<file path="config.mk">
export PLATFORM = sky130hd
export DESIGN_NAME = instr_encoder
export DESIGN_NICKNAME = d
export VERILOG_FILES = /design/src/rtl/instr_encoder.sv
export SDC_FILE = /design/constraint.sdc
export NUM_CORES = 1
export LEC_CHECK = 0
export CORE_ASPECT_RATIO = 0.8
export CORE_MARGIN = 8
export CORE_UTILIZATION = 40
export DETAILED_ROUTE_END_ITERATION = 8
export PLACE_DENSITY = 0.78
export SYNTH_ARGS = -nofsm -noshare
export SYNTH_HDL_FRONTEND = slang
export SYNTH_SLANG_ARGS = --single-unit
</file>
<file path="constraint.sdc">
create_clock -name clk -period 1.56 [get_ports clk]
set_input_delay 0.312 -clock clk [delete_from_list [all_inputs] [get_ports clk]]
set_output_delay 0.312 -clock clk [all_outputs]
set_load 0.02 [all_outputs]
</file>
<file path="src/rtl/instr_encoder.sv">
// RV32 instruction encoder: field bundle in, one 32-bit word per memory write out, 1-cycle latency.
// Optional macro IMM_RANGE_CHECK_EN drops bundles whose immediate does not fit its class.
module instr_encoder #(
   parameter int          ADDR_W    = 10,
   parameter int unsigned BASE_ADDR = 0
) (
   input  logic              clk,
   input  logic              rst_n,
   input  logic              clear,
   input  logic              in_valid,
   output logic              in_ready,
   input  logic [2:0]        fmt,
   input  logic [4:0]        rs1,
   input  logic [4:0]        rs2,
   input  logic [4:0]        rd,
   input  logic [2:0]        funct3,
   input  logic [6:0]        funct7,
   input  logic [31:0]       imm,
   output logic              out_valid,
   input  logic              out_ready,
   output logic [31:0]       out_instr,
   output logic [ADDR_W-1:0] out_addr,
   output logic [15:0]       instr_count,
   output logic              err_fmt,
   output logic              err_imm
);

   localparam logic [ADDR_W-1:0] LP_BASE = ADDR_W'(BASE_ADDR);

   localparam logic [2:0] FMT_R = 3'd0;
   localparam logic [2:0] FMT_I = 3'd1;
   localparam logic [2:0] FMT_L = 3'd2;
   localparam logic [2:0] FMT_S = 3'd3;
   localparam logic [2:0] FMT_B = 3'd4;
   localparam logic [2:0] FMT_U = 3'd5;

   logic              r_valid;
   logic [31:0]       r_instr;
   logic [ADDR_W-1:0] r_addr;
   logic [15:0]       r_count;
   logic              r_err_fmt;

   logic [31:0]       w_instr;
   logic              w_fmt_ok;
   logic              w_imm_ok;
   logic              w_accept;
   logic              w_deliver;
   logic              w_load;

   always_comb begin
      w_instr = 32'd0;
      case (fmt)
         FMT_R: w_instr = {funct7, rs2, rs1, funct3, rd, 7'b0110011};
         FMT_I: w_instr = {imm[11:0], rs1, funct3, rd, 7'b0010011};
         FMT_L: w_instr = {imm[11:0], rs1, 3'b010, rd, 7'b0000011};
         FMT_S: w_instr = {imm[11:5], rs2, rs1, 3'b010, imm[4:0], 7'b0100011};
         FMT_B: w_instr = {imm[12], imm[10:5], rs2, rs1, funct3, imm[4:1], imm[11], 7'b1100011};
         FMT_U: w_instr = {imm[31:12], rd, 7'b0110111};
         default: w_instr = 32'd0;
      endcase
   end

   assign w_fmt_ok  = (fmt <= FMT_U);
   assign in_ready  = !r_valid || out_ready;
   // clear overrides both handshakes: nothing accepted, nothing counted as delivered
   assign w_accept  = in_valid && in_ready && !clear;
   assign w_deliver = r_valid && out_ready && !clear;
   assign w_load    = w_accept && w_fmt_ok && w_imm_ok;

`ifdef IMM_RANGE_CHECK_EN
   logic r_err_imm;

   always_comb begin
      w_imm_ok = 1'b1;
      case (fmt)
         FMT_I, FMT_L, FMT_S: w_imm_ok = (imm[31:11] == {21{imm[11]}});
         FMT_B:               w_imm_ok = (imm[31:12] == {20{imm[12]}}) && !imm[0];
         FMT_U:               w_imm_ok = (imm[11:0] == 12'd0);
         default:             w_imm_ok = 1'b1;
      endcase
   end

   always_ff @(posedge clk or negedge rst_n) begin
      if (!rst_n) r_err_imm <= 1'b0;
      else        r_err_imm <= w_accept && w_fmt_ok && !w_imm_ok;
   end

   assign err_imm = r_err_imm;
`else
   assign w_imm_ok = 1'b1;
   assign err_imm  = 1'b0;
`endif

   always_ff @(posedge clk or negedge rst_n) begin
      if (!rst_n) begin
         r_valid   <= 1'b0;
         r_instr   <= 32'd0;
         r_addr    <= LP_BASE;
         r_count   <= 16'd0;
         r_err_fmt <= 1'b0;
      end else if (clear) begin
         r_valid   <= 1'b0;
         r_instr   <= 32'd0;
         r_addr    <= LP_BASE;
         r_count   <= 16'd0;
         r_err_fmt <= 1'b0;
      end else begin
         r_err_fmt <= w_accept && !w_fmt_ok;
         // r_addr always names the slot of the word in (or next entering) the stage
         if (w_deliver) begin
            r_addr <= r_addr + ADDR_W'(4);
            if (r_count != 16'hFFFF) r_count <= r_count + 16'd1;
         end
         if (w_load) begin
            r_valid <= 1'b1;
            r_instr <= w_instr;
         end else if (w_deliver) begin
            r_valid <= 1'b0;
         end
      end
   end

   assign out_valid   = r_valid;
   assign out_instr   = r_instr;
   assign out_addr    = r_addr;
   assign instr_count = r_count;
   assign err_fmt     = r_err_fmt;

endmodule

</file>
# After elaboration in Yosys (flattened, before gate mapping)

Cells that the tools add are included.

$add $sub $neg: 2
$lt $le $gt $ge: 1
Equality and inequality tests: 6
Multiplexer cells: 12
Reductions and logical operators: 16

Operator list:

| operator                                              | number |
|---|---|
| one-hot mux 32 bit (6 select lines)                   | 1 |
| two-way mux 32 bit                                    | 2 |
| two-way mux 16 bit                                    | 3 |
| two-way mux 10 bit                                    | 2 |
| adder 16 x 1 -> 16 bit, second input constant         | 1 |
| inequality test 16 bit, second input constant         | 1 |
| adder 10 x 3 -> 10 bit, second input constant         | 1 |
| == test 3 x 2 -> 1 bit, second input constant         | 2 |
| == test 3 bit, second input constant                  | 2 |
| logical AND 1 bit                                     | 6 |
| nonzero test 2 bit                                    | 3 |
| two-way mux 1 bit                                     | 4 |
| == test 3 x 1 -> 1 bit, second input constant         | 1 |
| less-or-equal comparator 3 bit, second input constant | 1 |
| logical NOT 1 bit                                     | 3 |
| logical NOT 3 bit                                     | 1 |
| nonzero test 3 bit                                    | 1 |
| AND reduction 2 bit                                   | 1 |
| logical OR 1 bit                                      | 1 |

Flip-flop bits (word level): 60
Input bits: 65
Output and inout bits: 62
Word-level logic and storage cells: 42

# Longest topological paths before layout

Gate-level depths: netlist of run 1.

Depth after elaboration: 7
Depth in mapped cells: 7
Depth with buffers taken out: 5

# Worst setup path before layout of run 1

Ideal clock, no wire load.

Path type: reg-to-reg
Start point: register r_count[5] (netlist: instr_count[5])
End point: register r_count[11] (netlist: instr_count[11])
Setup time: 99 ps
Arrival time: 1765 ps
Required time: 1461 ps
Setup slack: -304 ps
Stages on the path, launching flop included: 7
Buffers on the path: 2
Period minus slack after synthesis: 1864 ps
Cell sequence: dfrtp_1 buf_4 nand4_2 or4_1 buf_2 and2_0 a311oi_1

Longest elaborated chain between the ends: 4
Elaborated cells on any way between the ends: 7
Classes of those cells: 1 x add/sub; 1 x eq/ne; 3 x mux; 2 x reduce/logical

RTL lines:

| element                | RTL line | RTL |
|---|---|---|
| start, declared        | 40       | `logic [15:0] r_count;` |
| start signal, assigned | 112      | `if (r_count != 16'hFFFF) r_count <= r_count + 16'd1;` |
| adder 16 x 1 -> 16 bit | 112      |  |
| two-way mux 16 bit     | 112      |  |
| two-way mux 16 bit     | 110      | `if (w_deliver) begin` |
| two-way mux 16 bit     | 101      | `end else if (clear) begin` |

Parallel ways exist; a longest one is shown, timed or not. The select of a mux whose other input is x is not followed.
A chain may end at the register's enable or synchronous reset.

# Worst setup path in the final report of run 1

Start point: register r_count[0] (netlist: instr_count[0])
End point: register r_count[11] (netlist: instr_count[11])

The elaborated chain is that of the path after synthesis.

==> run summary, run 1 <==
Status = finished, violations left
Failing checks = negative setup slack
Final count of hold timing violations = 0
Core ar. = 0.007838 mm^2
Number of synthesized flops with an enable pin = 0
RePlAce Congestion = 0.9274
Power Dens Cells = 598.5 mW/mm^2
# fillers = 638
Cells after synthesis = 332
Clk_skew = 0.01172 ns
Overflow after GRT = 0
CTS tree = done
Post-synthesis cell type count = 53
TritonRoute pass-1 iters = 5
Static Leakage = 2.556 nW
Clock H-tree levels = 2
Worst EP required = 1.78 ns
Worst Path Max Fanout = 5
Period Utilization, post-route = 105.9%
DR vias/cell = 5.593
Clock slew at reported path FFs = 0.10 ns
Layout area overhead = 66.27%
RSZ-0062 raised after global routing = true
DR WL/cell = 18.95 um
Fmax = 605.3 MHz
Die Y = 95.93 um
Sink Count = 56
Post-detailed-route DRC marker count = 0
Placed cells = 611
I/O pins = 127
Maxcap violations = 0
I/O Buffers = 122
Total number of vias = 3490
NumNets Final = 582
Initial core utilization = 40.76%
DP HPWL = 8872 um
Clock Path Buffers = 2
Min cycle time layout = 1.652 ns
Ant. Diodes = 0
Top_reg_cell synth = dfrtp_1
Initial antenna violation count = 0
Total power = 3.179 mW
DRT Wirelength = 11830 um
Crit path launch type = flop
VDD IR max = 466.2 uV
Clk_lat worst skew = 0.30 ns
Synth Cell Area = 0.003194 mm^2
Hold Path Class = in2async
Root Driver = clkbuf_8
Yosys warning total = 0
Row count = 29
CTS buffer count = 5
Share of layout cells above drive strength 1 = 27.33%
Average size of a mapped cell = 9.621 um^2
Vias in the first global route = 3625
Overall routing resource usage = 20.44%
Final Non-Filler Cells = 624
Die area = 0.01112 mm^2
Seq/Total Area, Yosys = 43.87%
Critical Path AT = 1.87 ns
WS Path Type = reg2reg
Final worst setup slack = -0.09220 ns
Antenna Nets Post-Route = 0
Flops & latches, synth = 56
Finish-stage setup viols = 12
Pins Over Slew Limit = 0
First-pass GRT wire length = 18130 um
FFs w/ async S/R, synth = 100.0%
Pin count of the biggest net entering global routing = 43
Starting DRT DRC Count = 285
Core Util, Final = 67.77%
CP Capture Type = flop
Die Width = 115.9 um
[routing by layer]
layer | wire, um | track usage (%)
met1 | 5052 | 25.21
met2 | 5750 | 34.87
met3 | 811 | 4.828
met4 | 212 | 6.243
met5 | 0 | 0
[report_power, final]
group          internal (mW)  total, mW  switching, mW  leakage (nW)
logic                  0.411      0.800          0.389          1.76
registers               1.51       1.55         0.0374         0.754
clock network          0.363      0.833          0.470        0.0445
total                   2.28       3.18          0.897          2.56
[synthesized netlist by cell type, drive strengths merged, types with 2 or more instances]
library cell   n  area [um^2]
a211oi         6        45.04
a21o           2        15.01
a21oi         24        120.1
a221o          8        80.08
a221oi         4        35.03
a222oi         4        40.04
a22o           6        52.55
a22oi          2        15.01
a311oi         5        43.79
a31o           5        43.79
a31oi          7        43.79
a32o           2        20.02
a32oi          6        52.55
and2          11        68.81
and3           8        51.30
and3b          4        35.03
and4           3        26.28
buf           12        72.57
clkbuf        19        71.32
dfrtp         56         1401
ha             2        25.02
inv            4        15.01
mux2           6        67.56
mux2i          6        60.06
nand2         10        37.54
nand2b         8        50.05
nand3         13        65.06
nand3b         2        15.01
nand4          9        62.56
nor2          16        60.06
nor2b         10        62.56
nor3           7        35.03
nor4           2        12.51
nor4b          2        17.52
o21ai         18        90.09
o2bb2ai        2        17.52
xnor2          3        26.28
xor2           8        70.07
[kinds of logic after synthesis]
| group | count (synthesis) | synth area share [%] |
|---|---|---|
| multiplexers | 12 | 3.995 |
| other | 1 | 0.1174 |
| adder cells (fa/ha/maj) | 2 | 0.7833 |
| AO/OA/AOI/OAI | 105 | 23.42 |
| flip-flops | 56 | 43.87 |
| XOR/XNOR | 11 | 3.016 |
| AND/OR/NAND/NOR | 109 | 19.70 |
| buffers and inverters | 36 | 5.092 |
[area by class of cell]
| cell class | instances | area, um^2 | area share, % |
|---|---|---|---|
| Tap cell | 108 | 135.1 | 2.544 |
| Clock inverter | 1 | 7.507 | 0.1413 |
| Timing Repair Buffer | 204 | 1817 | 34.20 |
| Inverter | 5 | 18.77 | 0.3534 |
| Multi-Input combinational cell | 243 | 1836 | 34.56 |
| Sequential cell | 56 | 1411 | 26.57 |
| Clock buffer | 7 | 86.33 | 1.625 |
[critical path, cell delays in order (launching register included)]
cell and delay (ns):
dfrtp_2 0.40, ha_4 0.15, nand4_1 0.15, or4_4 0.51, and2_4 0.19, a311oi_2 0.18
[cells in the final DEF (no fill, tap or decap), types with 3 or more instances in the layout]
cell type        instances
nand4_1                  8
clkdlybuf4s15_1          5
a222oi_1                 4
nor2_1                  15
a311oi_2                 3
a211oi_1                 6
o21ai_0                 17
nand3_1                  9
nor2b_1                  9
a31o_2                   5
buf_4                   75
and3_1                   4
a221o_1                  8
nor3_2                   4
mux2i_1                  6
and3b_1                  4
nand2b_1                 7
xor2_1                   8
clkbuf_8                 6
clkdlybuf4s50_1         59
xnor2_1                  3
a32oi_1                  6
dfrtp_2                  8
nand2_1                 10
a221oi_1                 4
nor3_1                   3
a22o_1                   6
conb_1                   4
and2_1                   9
a21oi_1                 22
dlygate4sd2_1           56
dfrtp_1                 48
inv_1                    4
mux2_2                   6
buf_12                   4
a31oi_1                  7
[path summary, 6_finish.rpt]
kind,startpoint,to,slack [ns],cells past startpoint
min in group clk,out_instr[2]$_DFFE_PN0P_,out_instr[2]$_DFFE_PN0P_,0.49,1
min reg2reg,out_instr[2]$_DFFE_PN0P_,out_instr[2]$_DFFE_PN0P_,0.49,1
max,instr_count[0]$_DFFE_PN0P_,instr_count[11]$_DFFE_PN0P_,-0.09,5
max in group asynchronous,rst_n,instr_count[2]$_DFFE_PN0P_,0.55,3
min,rst_n,out_instr[26]$_DFFE_PN0P_,0.45,2
max reg2reg,instr_count[0]$_DFFE_PN0P_,instr_count[11]$_DFFE_PN0P_,-0.09,5
[what timing repair did]
action,CTS,global route
pin swaps,2,8
buffers inserted,2,2
gates resized for setup,78,31
endpoints found under the setup margin,93,22
hold buffers,1,0
endpoints found under the hold margin,14,0
[sequential cells by signal, summed over array words and instances, names as in the netlist]
signal and cells:
out_instr 30, instr_count 16, out_addr 8, err_fmt 1
out_valid 1
[stage by stage]
| step | setup WS (ns) | setup TNS (ns) | hold WS (ns) | instance area, um^2 |
|---|---|---|---|---|
| 2_1_floorplan | -0.1784 | -0.7905 | 0.01641 | 3237 |
| 3_3_place_gp | -0.4395 | -16.80 | 0.2449 | 5065 |
| 3_5_place_dp | -0.5339 | -19.29 | 0.2465 | 5065 |
| 4_1_cts | -0.03056 | -0.09876 | 0.4492 | 5185 |
| 5_1_grt | -0.1401 | -1.266 | 0.4743 | 5311 |
| 6_report | -0.09220 | -0.5166 | 0.4532 | 5311 |
No activity file was read; power rests on OpenSTA's default activity.
==> run 2, diff against run 1 <==
--- a/config.mk
+++ b/config.mk
@@ -5,11 +5,12 @@
 export SDC_FILE = /design/constraint.sdc
 export NUM_CORES = 1
 export LEC_CHECK = 0
+export ABC_CLOCK_PERIOD_IN_PS = 1560
 export CORE_ASPECT_RATIO = 0.8
 export CORE_MARGIN = 8
 export CORE_UTILIZATION = 40
 export DETAILED_ROUTE_END_ITERATION = 8
-export PLACE_DENSITY = 0.78
+export PLACE_DENSITY = 0.83
 export SYNTH_ARGS = -nofsm -noshare
 export SYNTH_HDL_FRONTEND = slang
 export SYNTH_SLANG_ARGS = --single-unit
==> run 2 against run 1 <==
  * The run ends with negative hold slack, negative setup slack left
  * Fmax fell by 0.47%
  * Die area did not move
  * Register-to-register slack barely moved
  * Sequential share of layout area fell by 0.37 points
  * Flip-flop and latch count did not move
  * Clock-buffer cell count fell by 1
  * Combinational power rose by 3.6%
  * Hold slack got worse by 0.46 ns
  * Critical path type unchanged
  * Critical endpoint unchanged
  * Largest power group unchanged
  * Highest routed layer unchanged
==> run summary, run 2 (synthesized netlist as in run 1, its figures left out) <==
I/O Buffers = 122 (unchanged)
WHS = -0.002749 ns (-0.4559 ns)
Die Width = 115.9 um (unchanged)
VDD IR max = 487.6 uV (+4.6%)
Power Dens Cells = 632.4 mW/mm^2 (+5.7%)
Clock slew at reported path FFs = 0.11 ns (about the same)
Min cycle time layout = 1.660 ns (+0.007772 ns)
Worst EP required = 1.78 ns (about the same)
Core ar. = 0.007838 mm^2 (unchanged)
Maxcap violations = 0 (unchanged)
Critical Path AT = 1.88 ns (about the same)
Clock Path Buffers = 2 (unchanged)
Total power = 3.407 mW (+7.2%)
CTS tree = done
Layout area overhead = 68.63%
Period Utilization, post-route = 106.4% (+0.50 points)
Core Util, Final = 68.73% (+0.96 points)
GR met3 Demand/Resource = 4.326% (-0.50 points)
Failing checks = negative hold slack, negative setup slack
I/O pins = 127 (unchanged)
Clk_skew = 0.006319 ns (-0.005399 ns)
Overall routing resource usage = 19.82% (-0.62 points)
Reg2reg setup slack = -0.1 ns (about the same)
Hold-fix buffers, CTS = 0 (-1)
Placed inst area = 0.005092 mm^2 (+0.54%)
Pins Over Slew Limit = 0 (unchanged)
Die area = 0.01112 mm^2 (unchanged)
NumNets Final = 583 (+0.17%)
Slowest CP cell = or4_4
Clk_lat worst skew = 0.31 ns (about the same)
Share of layout cells above drive strength 1 = 27.85% (+0.53 points)
Static Leakage = 2.571 nW (+0.62%)
Vias in the first global route = 3573 (-1.4%)
Antenna Nets Post-Route = 0 (unchanged)
DP HPWL = 8775 um (-1.1%)
First-pass GRT wire length = 17720 um (-2.2%)
Worst rel slew slack = 60.05%
Most frequent cells in the layout = buf_4, clkdlybuf4s50_1, dlygate4sd2_1, dfrtp_1, a21oi_1
Max reg flops = 30 (unchanged)
Layer with the highest usage = met2
Final worst setup slack = -0.09997 ns (-0.007772 ns)
CP peak stage delay = 0.49 ns (-0.02 ns)
Final count of hold timing violations = 5 (+5)
Starting DRT DRC Count = 242 (-15%)
TritonRoute pass-1 iters = 6 (+1)
Worst Path Max Fanout = 5 (unchanged)
DR vias/cell = 5.560 (-0.59%)
Overflow after GRT = 0 (unchanged)
Root Driver = clkbuf_8
Pre-CTS WS = -0.5163 ns (+0.01763 ns)
Finish-stage setup viols = 8 (-4)
Worst Max-Slew Pin Slew = 0.5992 ns
# fillers = 628 (-1.6%)
Met1 usage = 24.70% (-0.51 points)
Crit path launch type = flop
Row count = 29 (unchanged)
Fmax = 602.4 MHz (-0.47%)
RePlAce Congestion = 0.8526 (-8.1%)
Clock H-tree levels = 2 (unchanged)
RSZ-0062 raised after global routing = true
Met2 global-route usage = 33.96% (-0.91 points)
Die Y = 95.93 um (unchanged)
Initial antenna violation count = 0 (unchanged)
Status = finished, violations left
DR WL/cell = 18.88 um (-0.39%)
Post-detailed-route DRC marker count = 0 (unchanged)
WS Path Type = reg2reg
DRT Wirelength = 11800 um (-0.23%)
Commonest non-fill, non-tap cell in the layout = buf_4
Total number of vias = 3475 (-0.43%)
Area of the multi-input gates = 0.001829 mm^2 (-0.34%)
Crit path cell chain = ha_4 > nand4_1 > or4_4 > and2_4 > a311oi_2
CTS buffer count = 5 (unchanged)
Hold Path Class = in2async
Sink Count = 56 (unchanged)
Register area = 0.001411 mm^2 (unchanged)
Final instance area = 0.005386 mm^2 (+1.4%)
Pin count of the biggest net entering global routing = 31 (-28%)
Initial core utilization = 40.76% (unchanged)
CP Capture Type = flop
Ant. Diodes = 0 (unchanged)
==> run 2: path summary, 6_finish.rpt <==
kind,start,endpoint,depth (start not counted)
max,instr_count[0]$_DFFE_PN0P_,instr_count[11]$_DFFE_PN0P_,5
min,rst_n,out_valid$_DFFE_PN0P_,1
max reg2reg,instr_count[0]$_DFFE_PN0P_,instr_count[11]$_DFFE_PN0P_,5
min reg2reg,out_instr[2]$_DFFE_PN0P_,out_instr[2]$_DFFE_PN0P_,1
max in group asynchronous,rst_n,out_addr[7]$_DFFE_PN0P_,2
min in group clk,out_ready,out_valid$_DFFE_PN0P_,3
==> run 2: report_power, final <==
| part | internal [mW] | switching (mW) | total (mW) |
|---|---|---|---|
| Clock | 0.527 | 0.504 | 1.03 |
| Combinational | 0.429 | 0.400 | 0.829 |
| Sequential | 1.51 | 0.0381 | 1.55 |
| Total | 2.46 | 0.942 | 3.41 |
==> run 2: layout make-up <==
cell class | instances | area share (%)
repair buffers | 205 | 34.73
inverters | 5 | 0.3484
clock inverters | 2 | 0.7201
well taps | 108 | 2.509
multi-input cells | 243 | 33.96
flip-flops and latches | 56 | 26.20
clock buffers | 6 | 1.533
==> run 2: repair_timing <==
item / 4_1_cts / 5_1_grt
setup endpoints to repair: 96 / 29
setup buffers: 2 / 2
cloned: 0 / 0
endpoints found under the hold margin: 0 / 0
resized for setup: 91 / 25
pin swaps: 7 / 13
==> run 2: routing by layer <==
| metal | vias to the layer above | routed length, um |
|---|---|---|
| met4 | 0 | 174 |
| met3 | 18 | 750 |
| met2 | 132 | 5968 |
| met1 | 1697 | 4905 |
| met5 | - | 0 |
| li1 | 1628 | - |
==> run 2: worst max-delay path: cells and delay by family (launching register included) <==
kind | cells | cell delay, ns
adders and majority gates | 1 | 0.17
AOI/OAI and AO/OA | 1 | 0.21
and+or+nand+nor | 3 | 0.78
DFF | 1 | 0.41
==> run 2: per-stage QoR <==
stage                     hold WS (ns)  TNS (ns)  instances
after floorplan                0.01641   -0.7905        335
after global placement          0.3517    -17.49        613
after detailed placement        0.3600    -19.64        613
after CTS                      0.01426   -0.2324        623
after global routing           0.04077   -0.9091        625
final                        -0.002749   -0.3286        625
